### src/rtl/cnn_window_gen.sv
// Sliding-window generator: turns a raster-order pixel stream of one image into
// every valid KxK window, packed for the simpleCNN IMGIN port, with its position.
module cnn_window_gen #(
    parameter int unsigned IMG_W = 28,
    parameter int unsigned IMG_H = 28,
    parameter int unsigned K     = 5,
    parameter int unsigned PW    = 8,
    localparam int unsigned XW   = $clog2(IMG_W),
    localparam int unsigned YW   = $clog2(IMG_H),
    localparam int unsigned WINW = K * K * PW
) (
    input  logic            CLK,
    input  logic            nRST,
    input  logic            START,
    input  logic [PW-1:0]   PIX_IN,
    input  logic            PIX_VALID,
    output logic            PIX_READY,
    output logic [WINW-1:0] WIN,
    output logic            WIN_VALID,
    input  logic            WIN_READY,
    output logic [XW-1:0]   WX,
    output logic [YW-1:0]   WY,
    output logic            BUSY,
    output logic            FRAME_DONE
);

    typedef enum logic [1:0] {
        S_IDLE  = 2'd0,
        S_RUN   = 2'd1,
        S_DRAIN = 2'd2
    } state_t;

    state_t state;
    state_t state_nxt;

    logic [XW-1:0] col;
    logic [YW-1:0] row;

    logic accept;
    logic hshake;
    logic in_win;
    logic last_pix;
    logic load_win;

    // Line buffers: lb[i][x] holds pixel(row-(K-1)+i, x) for the row being received.
    logic [PW-1:0] lb      [K-1][IMG_W];
    // Shift window; column K-1 is the most recently accepted column.
    logic [PW-1:0] win_r   [K][K];
    logic [PW-1:0] win_nxt [K][K];
    logic [PW-1:0] colv    [K];
    logic [WINW-1:0] win_pack;

    assign accept   = PIX_VALID & PIX_READY;
    assign hshake   = WIN_VALID & WIN_READY;
    assign in_win   = (row >= YW'(K - 1)) && (col >= XW'(K - 1));
    assign last_pix = (row == YW'(IMG_H - 1)) && (col == XW'(IMG_W - 1));
    assign load_win = accept & in_win;

    // State register.
    always_ff @(posedge CLK or negedge nRST) begin
        if (!nRST) begin
            state <= S_IDLE;
        end else begin
            state <= state_nxt;
        end
    end

    // Next-state logic; START only matters in IDLE.
    always_comb begin
        state_nxt = state;
        case (state)
            S_IDLE:  if (START) state_nxt = S_RUN;
            S_RUN:   if (accept && last_pix) state_nxt = S_DRAIN;
            S_DRAIN: if (hshake) state_nxt = S_IDLE;
            default: state_nxt = S_IDLE;
        endcase
    end

    // State-decoded outputs; pixels stall while a window waits in the output register.
    always_comb begin
        PIX_READY = 1'b0;
        BUSY      = 1'b0;
        case (state)
            S_RUN: begin
                PIX_READY = ~WIN_VALID | WIN_READY;
                BUSY      = 1'b1;
            end
            S_DRAIN: begin
                BUSY      = 1'b1;
            end
            default: begin
                PIX_READY = 1'b0;
                BUSY      = 1'b0;
            end
        endcase
    end

    // Raster position of the next pixel to be accepted.
    always_ff @(posedge CLK or negedge nRST) begin
        if (!nRST) begin
            col <= '0;
            row <= '0;
        end else if (state == S_IDLE && START) begin
            col <= '0;
            row <= '0;
        end else if (accept) begin
            if (col == XW'(IMG_W - 1)) begin
                col <= '0;
                row <= (row == YW'(IMG_H - 1)) ? '0 : row + YW'(1);
            end else begin
                col <= col + XW'(1);
            end
        end
    end

    // Incoming column: K-1 buffered rows above plus the new pixel at the bottom.
    always_comb begin
        for (int unsigned r = 0; r < K - 1; r++) begin
            colv[r] = lb[r][col];
        end
        colv[K-1] = PIX_IN;
    end

    // Window after shifting the incoming column in on the right.
    always_comb begin
        for (int unsigned r = 0; r < K; r++) begin
            for (int unsigned c = 0; c < K - 1; c++) begin
                win_nxt[r][c] = win_r[r][c+1];
            end
            win_nxt[r][K-1] = colv[r];
        end
    end

    // Pack window rows top-down, columns left-to-right, byte r*K+c.
    always_comb begin
        win_pack = '0;
        for (int unsigned r = 0; r < K; r++) begin
            for (int unsigned c = 0; c < K; c++) begin
                win_pack[PW*(r*K+c) +: PW] = win_nxt[r][c];
            end
        end
    end

    // Line-buffer column shift and window shift on every accepted pixel (not reset).
    always_ff @(posedge CLK) begin
        if (accept) begin
            for (int unsigned i = 0; i + 1 < K - 1; i++) begin
                lb[i][col] <= lb[i+1][col];
            end
            lb[K-2][col] <= PIX_IN;
            for (int unsigned r = 0; r < K; r++) begin
                for (int unsigned c = 0; c < K; c++) begin
                    win_r[r][c] <= win_nxt[r][c];
                end
            end
        end
    end

    // Single-entry output register; held while the consumer stalls.
    always_ff @(posedge CLK or negedge nRST) begin
        if (!nRST) begin
            WIN       <= '0;
            WX        <= '0;
            WY        <= '0;
            WIN_VALID <= 1'b0;
        end else if (load_win) begin
            WIN       <= win_pack;
            WX        <= col - XW'(K - 1);
            WY        <= row - YW'(K - 1);
            WIN_VALID <= 1'b1;
        end else if (hshake) begin
            WIN_VALID <= 1'b0;
        end
    end

    // One-cycle pulse following the handshake of the frame's last window.
    always_ff @(posedge CLK or negedge nRST) begin
        if (!nRST) begin
            FRAME_DONE <= 1'b0;
        end else begin
            FRAME_DONE <= (state == S_DRAIN) && hshake;
        end
    end

endmodule

### config.mk
export PLATFORM = sky130hd
export DESIGN_NAME = cnn_window_gen
export DESIGN_NICKNAME = d
export VERILOG_FILES = /design/src/rtl/cnn_window_gen.sv
export SDC_FILE = /design/constraint.sdc
export NUM_CORES = 1
export LEC_CHECK = 0
export BUFFER_PORTS_ARGS = -buffer_cell sky130_fd_sc_hd__buf_2
export CAP_MARGIN = 20
export CORE_MARGIN = 3
export CORE_UTILIZATION = 55
export CTS_CLUSTER_SIZE = 20
export DETAILED_ROUTE_END_ITERATION = 10
export PLACE_DENSITY = 0.75
export SKIP_CTS_REPAIR_TIMING = 1
export SYNTH_ARGS = -nofsm -noshare
export SYNTH_HDL_FRONTEND = slang
export SYNTH_SLANG_ARGS = --single-unit
### constraint.sdc
create_clock -name CLK -period 6.7 [get_ports CLK]
set_input_delay 1.34 -clock CLK [delete_from_list [all_inputs] [get_ports CLK]]
set_output_delay 1.34 -clock CLK [all_outputs]
set_load 0.05 [all_outputs]
# ---- Yosys cells after proc, flatten, opt, wreduce, memory -nomap -nowiden
# Memories as Yosys holds them, arrays and structs flattened.
# Cells that the tools add are included.
dict set report totals {
  word_cells 76
  reg_bits 224
  output_inout_bits 214
  memories 2
  ram_bits 1096
  in_bits 13
}
dict set report classes {
  n_addsub 4
  mux 32
  reduce_logical 13
  eq_ne 7
  order_cmp 4
  bitwise_logic 6
}
# memory words width read_ports rd_ports_with_merged_regs write_ports line_no
set mem_list {}
lappend mem_list {lb 4 224 4 0 4 46} ;# logic [PW-1:0] lb [K-1][IMG_W];
lappend mem_list {win_r 5 40 5 0 5 48} ;# logic [PW-1:0] win_r [K][K];
# op count
set op_table {}
lappend op_table {{224-bit two-way mux} 1}
lappend op_table {{8-bit binary-select mux with 5-bit select} 4}
lappend op_table {{8-bit two-way mux} 9}
lappend op_table {{8-bit demux with 5-bit select} 1}
lappend op_table {{5-bit two-way mux} 7}
lappend op_table {{5-bit by 1-bit adder with 5-bit output (second input constant)} 2}
lappend op_table {{5-bit equality test (second input constant)} 2}
lappend op_table {{5-bit by 3-bit greater-or-equal comparator with 1-bit output (second input constant)} 2}
lappend op_table {{5-bit by 3-bit subtractor with 5-bit output (second input constant)} 2}
lappend op_table {{6-bit greater-or-equal comparator (second input constant)} 1}
lappend op_table {{1-bit logical AND} 6}
lappend op_table {{6-bit by 1-bit < comparator with 1-bit output (second input constant)} 1}
lappend op_table {{1-bit two-way mux} 6}
lappend op_table {{2-bit two-way mux} 3}
lappend op_table {{2-bit != test (second input constant)} 3}
lappend op_table {{5-bit NOT with 6-bit output} 1}
lappend op_table {{2-bit case mux with 3 select lines} 1}
lappend op_table {{2-bit nonzero test} 3}
lappend op_table {{1-bit AND} 3}
lappend op_table {{3-bit AND reduction} 1}
lappend op_table {{2-bit by 1-bit equality test with 1-bit output (second input constant)} 1}
lappend op_table {{2-bit equality test (second input constant)} 1}
lappend op_table {{2-bit logical NOT} 1}
lappend op_table {{2-bit AND reduction} 1}
lappend op_table {{3 further kinds} 3}

# ---- Logic depth before layout (Yosys ltp)
# Gate-level depths: netlist of run 1.
dict set report depth {
  depth_word 7
  depth_mapped 12
  depth_no_buf 7
}

# ---- Worst setup path before layout of run 1
# OpenSTA, ideal clock, no wires.
dict set report synth_path {
  kind {input-to-reg}
  start {in WIN_READY}
  end {mem lb[0][104] (netlist name) (enable)}
  n_path_buf 0
  path_slack_ns -0.764
  arrival_ns 7.043
  stages 5
  setup_ns 0.421
  required_time_ns 6.279
  path_cell_list {or2b_2 -> nand3_2 -> inv_1 -> nand2_1 -> nor2_1}
}
# element line_no
set synth_rtl {}
lappend synth_rtl {{from (decl)} 20} ;# input logic WIN_READY,
lappend synth_rtl {{to (decl)} 46}

==> flow_summary.json, run 1 <==
{
  "status": "finished, final reports clean",
  "holdWs_ps": 439,
  "first_global_vias": 24900,
  "syn_avg_cell_area_um2": 19.8,
  "grt_max_degree": 164,
  "critPathArrivalTime_ps": 4700,
  "h-tree-depth": 3,
  "max_clock_freq_ghz": 0.242,
  "synthCells": 2415,
  "synth-edff-count": 1056,
  "rsz0062_at_grt": "no",
  "layout_min_cycle_time_ps": 4140,
  "synthTopCellsByCount": "1,056 x edfxtp_1, 275 x mux2i_1, 224 x dfrtp_1",
  "rows": 107,
  "die_x_um": 301,
  "synth_largest_area_cell": "edfxtp_1",
  "synth.distinct_cells": 47,
  "die_h_um": 301,
  "yosysSeqAreaShare_pct": 78.2,
  "path_class": "reg -> reg",
  "cts_buffers": 118,
  "viasPerCell": 6.17,
  "fin_crit_sh_pct": 61.8,
  "synth.area.top_cells": "edfxtp_1 66%, dfrtp_1 12%, mux2i_1 5.8%",
  "fin_nets": 2742,
  "cpMaxStageDelayCell": "dfrtp_4",
  "start_util_pct": 55.8,
  "cp_max_fo": 31,
  "gp_congestion": 0.821,
  "power_leakage_nw": 19.6,
  "dp_hpwl_mm": 61.3,
  "finalHoldViolCount": 0,
  "portBuffers": 226,
  "cts_tree": "yes",
  "fin_skew_ps": 43.4,
  "cts_root_buf": "clkbuf_16",
  "n_fill_cell": 5527,
  "endpoint_kind": "register",
  "cp_slowest_stage_delay_ps": 720,
  "clock_latency_ps": 690,
  "finalMaxSlewViolations": 0,
  "synth_area_um2": 47700,
  "ant_nets": 0,
  "dr.pass1.iters": 6,
  "cts.clk_slew.worst_paths_ps": 60,
  "vias": 24400,
  "setup_viol": 0,
  "cts_sinks": 1280,
  "maxCapViolCount": 0,
  "grt_pass1_wl_mm": 163,
  "synth_top_area_share_pct": 66.4,
  "core_region_area_um2": 85500,
  "relSlewSlack_pct": 12.6,
  "antenna_found_initial": 7,
  "crit_buf_inv": 2,
  "p_per_area_nw_per_um2": 366,
  "drt-initial-drc-count": 2950,
  "tns_ps": 0,
  "yosysWarnings": 0,
  "wl_mm": 111,
  "path_cells": "buf_4 -> and2_1 -> buf_4 -> a22oi_1 -> nand3_1 -> nand3_1 -> mux2_2",
  "syn-num-nets": 2447,
  "ys.flop_type": "edfxtp_1",
  "ir_drop_mv": 0.318,
  "path_delay_family": "simple AND/OR/NAND/NOR gates",
  "synth-seq-cells": 1280,
  "hp-class": "reg -> reg",
  "synth.most_common_cell": "edfxtp_1",
  "drive_gt1_share_pct": 29.0,
  "async_flop_share_pct": 17.5,
  "crit_path_start_kind": "register",
  "syn_to_final_growth_pct": 14.5,
  "cp.required_ps": 7260,
  "clk_path_buf_depth": 3,
  "drc": 0,
  "wl_per_cell_um": 27.9,
  "gr-total-overflow": 0,
  "grt_usage_pct": 24.5,
  "ios": 227,
  "die_area_um2": 90300,
  "worst_pin_slew_ps": 1310
}
kinds of logic (layout without fill, tap and decap cells):
| kind of cell | after synthesis | after routing | share of synthesized area [%] |
|---|---|---|---|
| flops | 1280 | 1280 | 78.2 |
| mux | 565 | 565 | 14.7 |
| compound gates | 216 | 216 | 3.03 |
| simple gates | 199 | 199 | 2.09 |
| buf+inv | 134 | 535 | 1.47 |
| fa+ha+maj | 19 | 19 | 0.498 |
| xor+xnor | 2 | 2 | 0.0367 |
| other cells | 0 | 2 | 0 |
layout by cell type, fill, tap and decap left out, drive strengths merged, types with 19 or more instances in the layout:
cell	synthesis	layout
a22oi	77	77
ha	19	19
nand2	45	45
nand3	63	63
a211oi	22	22
a21oi	21	21
dfrtp	224	224
mux2	202	202
nor2	41	41
mux4	88	88
o22ai	74	74
buf	93	297
clkbuf	30	168
edfxtp	1056	1056
mux2i	275	275
clkinv	1	39
layout make-up:
type / count / area [um^2] / area share, %
Sequential cell: 1280 / 37300 / 68.3
Multi-Input combinational cell: 1001 / 9970 / 18.2
Timing Repair Buffer: 298 / 1830 / 3.34
Antenna cell: 2 / 5.00 / 0.00916
Inverter: 11 / 45.0 / 0.0824
Clock inverter: 59 / 674 / 1.23
Tap cell: 1144 / 1430 / 2.62
Clock buffer: 167 / 3380 / 6.19
path summary, 6_finish.rpt:
check                      cells past startpoint                     end  slack [ps]              startpoint
setup / recovery                               7    WIN[118]$_DFFE_PN0P_        2560      col[0]$_DFFE_PN0P_
hold / removal                                 0  win_r[3][21]$_DFFE_PP_         440  win_r[3][13]$_DFFE_PP_
setup reg to reg                               7    WIN[118]$_DFFE_PN0P_        2560      col[0]$_DFFE_PN0P_
hold reg to reg                                0  win_r[3][21]$_DFFE_PP_         440  win_r[3][13]$_DFFE_PP_
max in group asynchronous                      2     WIN[74]$_DFFE_PN0P_        4720                    nRST
min in group asynchronous                      1    WIN[122]$_DFFE_PN0P_         590                    nRST
routing by layer:
metal,wire (um),vias to the layer above,global-route usage [%]
li1,-,10300,-
met1,41500,12600,32.8
met2,54600,1314,40.7
met3,10600,227,4.32
met4,3940,2,9.11
met5,13,-,0
registers in the layout (all words and copies together) (netlist names):
register    count
lb            896
WIN           200
win_r         160
WX              5
WY              5
col             5
row             5
state           2
FRAME_DONE      1
WIN_VALID       1
metrics by stage:
step	power (mW)	cell area [um^2]	setup WS, ps	instances	utilization (%)
6_report	20.0	54700	2560	3962	63.9
5_1_grt	20.7	54700	2230	3961	63.9
4_1_cts	20.0	54600	2250	3955	63.8
3_5_place_dp	13.3	50500	2280	3729	59.0
3_3_place_gp	13.1	50500	2430	3729	59.0
2_1_floorplan	12.2	47700	1110	2415	-
power breakdown:
part / internal (mW) / leakage, nW / switching [mW] / total, mW
clock: 3.96 / 1.98 / 2.86 / 6.82
sequential: 9.83 / 12.6 / 0.196 / 10.0
combinational: 1.03 / 5.00 / 2.12 / 3.15
total: 14.8 / 19.6 / 5.17 / 20.0
Power figures use the tool's default switching activity.
==> run 2: changes to the inputs <==
clock period = 3.5 ns   (was 6.7 ns; I/O delays follow)
==> flow_summary.json, run 2 (synthesis results as in run 1) <==
{
  "endpoint_kind": "register",
  "drive_gt1_share_pct": 29.9,
  "grt_usage_pct": 24.5,
  "clock_latency_ps": 700,
  "p_per_area_nw_per_um2": 694,
  "biggestRegsByFlops": "lb (896), WIN (200), win_r (160)",
  "layout_min_cycle_time_ps": 3150,
  "cp_max_fo": 21,
  "die_area_um2": 90300,
  "critical_path.startpoint": "col[2]$_DFFE_PN0P_",
  "first_global_vias": 25400,
  "finalMaxSlewViolations": 0,
  "violations": "hold timing",
  "cp.required_ps": 3800,
  "crit_path_start_kind": "register",
  "critPathArrivalTime_ps": 3450,
  "total_power_mw": 38.3,
  "grt_pass1_wl_mm": 163,
  "vias": 24500,
  "cts_root_buf": "clkbuf_16",
  "rr_worst_depth": 5,
  "ant_nets": 0,
  "holdWs_ps": -30.4,
  "h-tree-depth": 3,
  "max_clock_freq_ghz": 0.318,
  "rr_endpoint": "lb[1][98]$_DFFE_PP_",
  "maxCapViolCount": 0,
  "clk_path_buf_depth": 3,
  "wl_per_cell_um": 27.8,
  "fin_skew_ps": 40.5,
  "fin_crit_sh_pct": 89.9,
  "cts.clk_slew.worst_paths_ps": 60,
  "rsz0062_at_grt": "no",
  "layout_common_cells": "1,056 x edfxtp_1, 275 x mux2i_1, 225 x buf_2, 221 x dfrtp_1, 193 x mux2_2",
  "relSlewSlack_pct": 44.7,
  "die_h_um": 301,
  "worst_pin_slew_ps": 830,
  "grt_max_degree": 127,
  "gr-total-overflow": 0,
  "ios": 227,
  "n_fill_cell": 5467,
  "final_area_um2": 55200,
  "wl_mm": 111,
  "drt-initial-drc-count": 2769,
  "start_util_pct": 55.8,
  "dp_hpwl_mm": 64.2,
  "syn_to_final_growth_pct": 15.6,
  "hp-class": "in -> async",
  "cts_buffers": 116,
  "path_class": "reg -> reg",
  "cts_sinks": 1280,
  "endpoint": "lb[1][98]$_DFFE_PP_",
  "place_area_um2": 51300,
  "status": "finished with violations",
  "ir_drop_mv": 0.507,
  "r2r_start": "col[2]$_DFFE_PN0P_",
  "viasPerCell": 6.12,
  "portBuffers": 226,
  "power_leakage_nw": 19.9,
  "drc": 0,
  "mostFrequentLayoutCell": "edfxtp_1",
  "fin_nets": 2795,
  "antenna_found_initial": 4,
  "die_x_um": 301,
  "tns_ps": 0,
  "gp_congestion": 0.813,
  "setup_viol": 0,
  "cts_tree": "yes",
  "core_region_area_um2": 85500,
  "largest_reg_flops": 896,
  "dr.pass1.iters": 5,
  "reg2reg_slack_ps": 350,
  "rows": 107,
  "largest_register": "lb",
  "final_util_pct": 64.5,
  "finalHoldViolCount": 7
}
==> run 2: changes by cell type in the layout (fill, tap and decap cells not counted), sizes merged <==
cell,change
buf,+56
diode,-1
clkbuf,-14
inv,+1
clkinvlp,-4
clkinv,+6
bufinv,-1
==> run 2: layer usage <==
layer	vias up	GRT usage (%)	wire, um
met1	12600	31.3	40900
li1	10300	-	-
met3	282	5.38	10600
met5	-	0	0
met2	1290	41.0	55200
met4	0	10.5	4760
==> run 2: stage by stage <==
stage | instances | setup WS (ps) | hold WS [ps]
final | 4005 | 352 | -30.4
after global placement | 3789 | 601 | 425
after CTS | 4004 | 459 | -3.79
after global routing | 4005 | 303 | 35.5
after floorplan | 2415 | -1330 | 404
after detailed placement | 3789 | 540 | 431
==> run 2: how the worst min path moves through the flow <==
stage | cells after the start | end | start | slack (ps)
2_1_floorplan | 0 | FRAME_DONE$_DFF_PN0_ | nRST | 400
3_5_place_dp | 0 | win_r[1][21]$_DFFE_PP_ | win_r[1][13]$_DFFE_PP_ | 430
6_report | 1 | WIN[163]$_DFFE_PN0P_ | nRST | -30
4_1_cts | 1 | WIN[163]$_DFFE_PN0P_ | nRST | -4
5_1_grt | 1 | WIN[163]$_DFFE_PN0P_ | nRST | 40
3_3_place_gp | 0 | win_r[4][23]$_DFFE_PP_ | win_r[4][15]$_DFFE_PP_ | 430
==> run 2: layout make-up <==
class | count | area [um^2] | share of cell area [%]
diodes | 1 | 2.50 | 0.00454
multi-input cells | 1001 | 9960 | 18.1
well taps | 1144 | 1430 | 2.59
inverters | 11 | 45.0 | 0.0816
flip-flops and latches | 1280 | 37300 | 67.6
repair buffers | 353 | 2510 | 4.54
clock inverters | 61 | 661 | 1.20
clock buffers | 154 | 3240 | 5.88
==> run 2: power by group <==
part	total, mW	internal, mW	switching (mW)
combinational	6.58	2.22	4.37
sequential	19.0	18.8	0.259
clock	12.7	7.28	5.41
==> run 2: worst max-delay path, cell delays in order (launching register included) <==
cell and delay, ps:
dfrtp_1 820, inv_1 280, nor2_1 560, nand2_1 410
nor2_4 200, buf_4 470
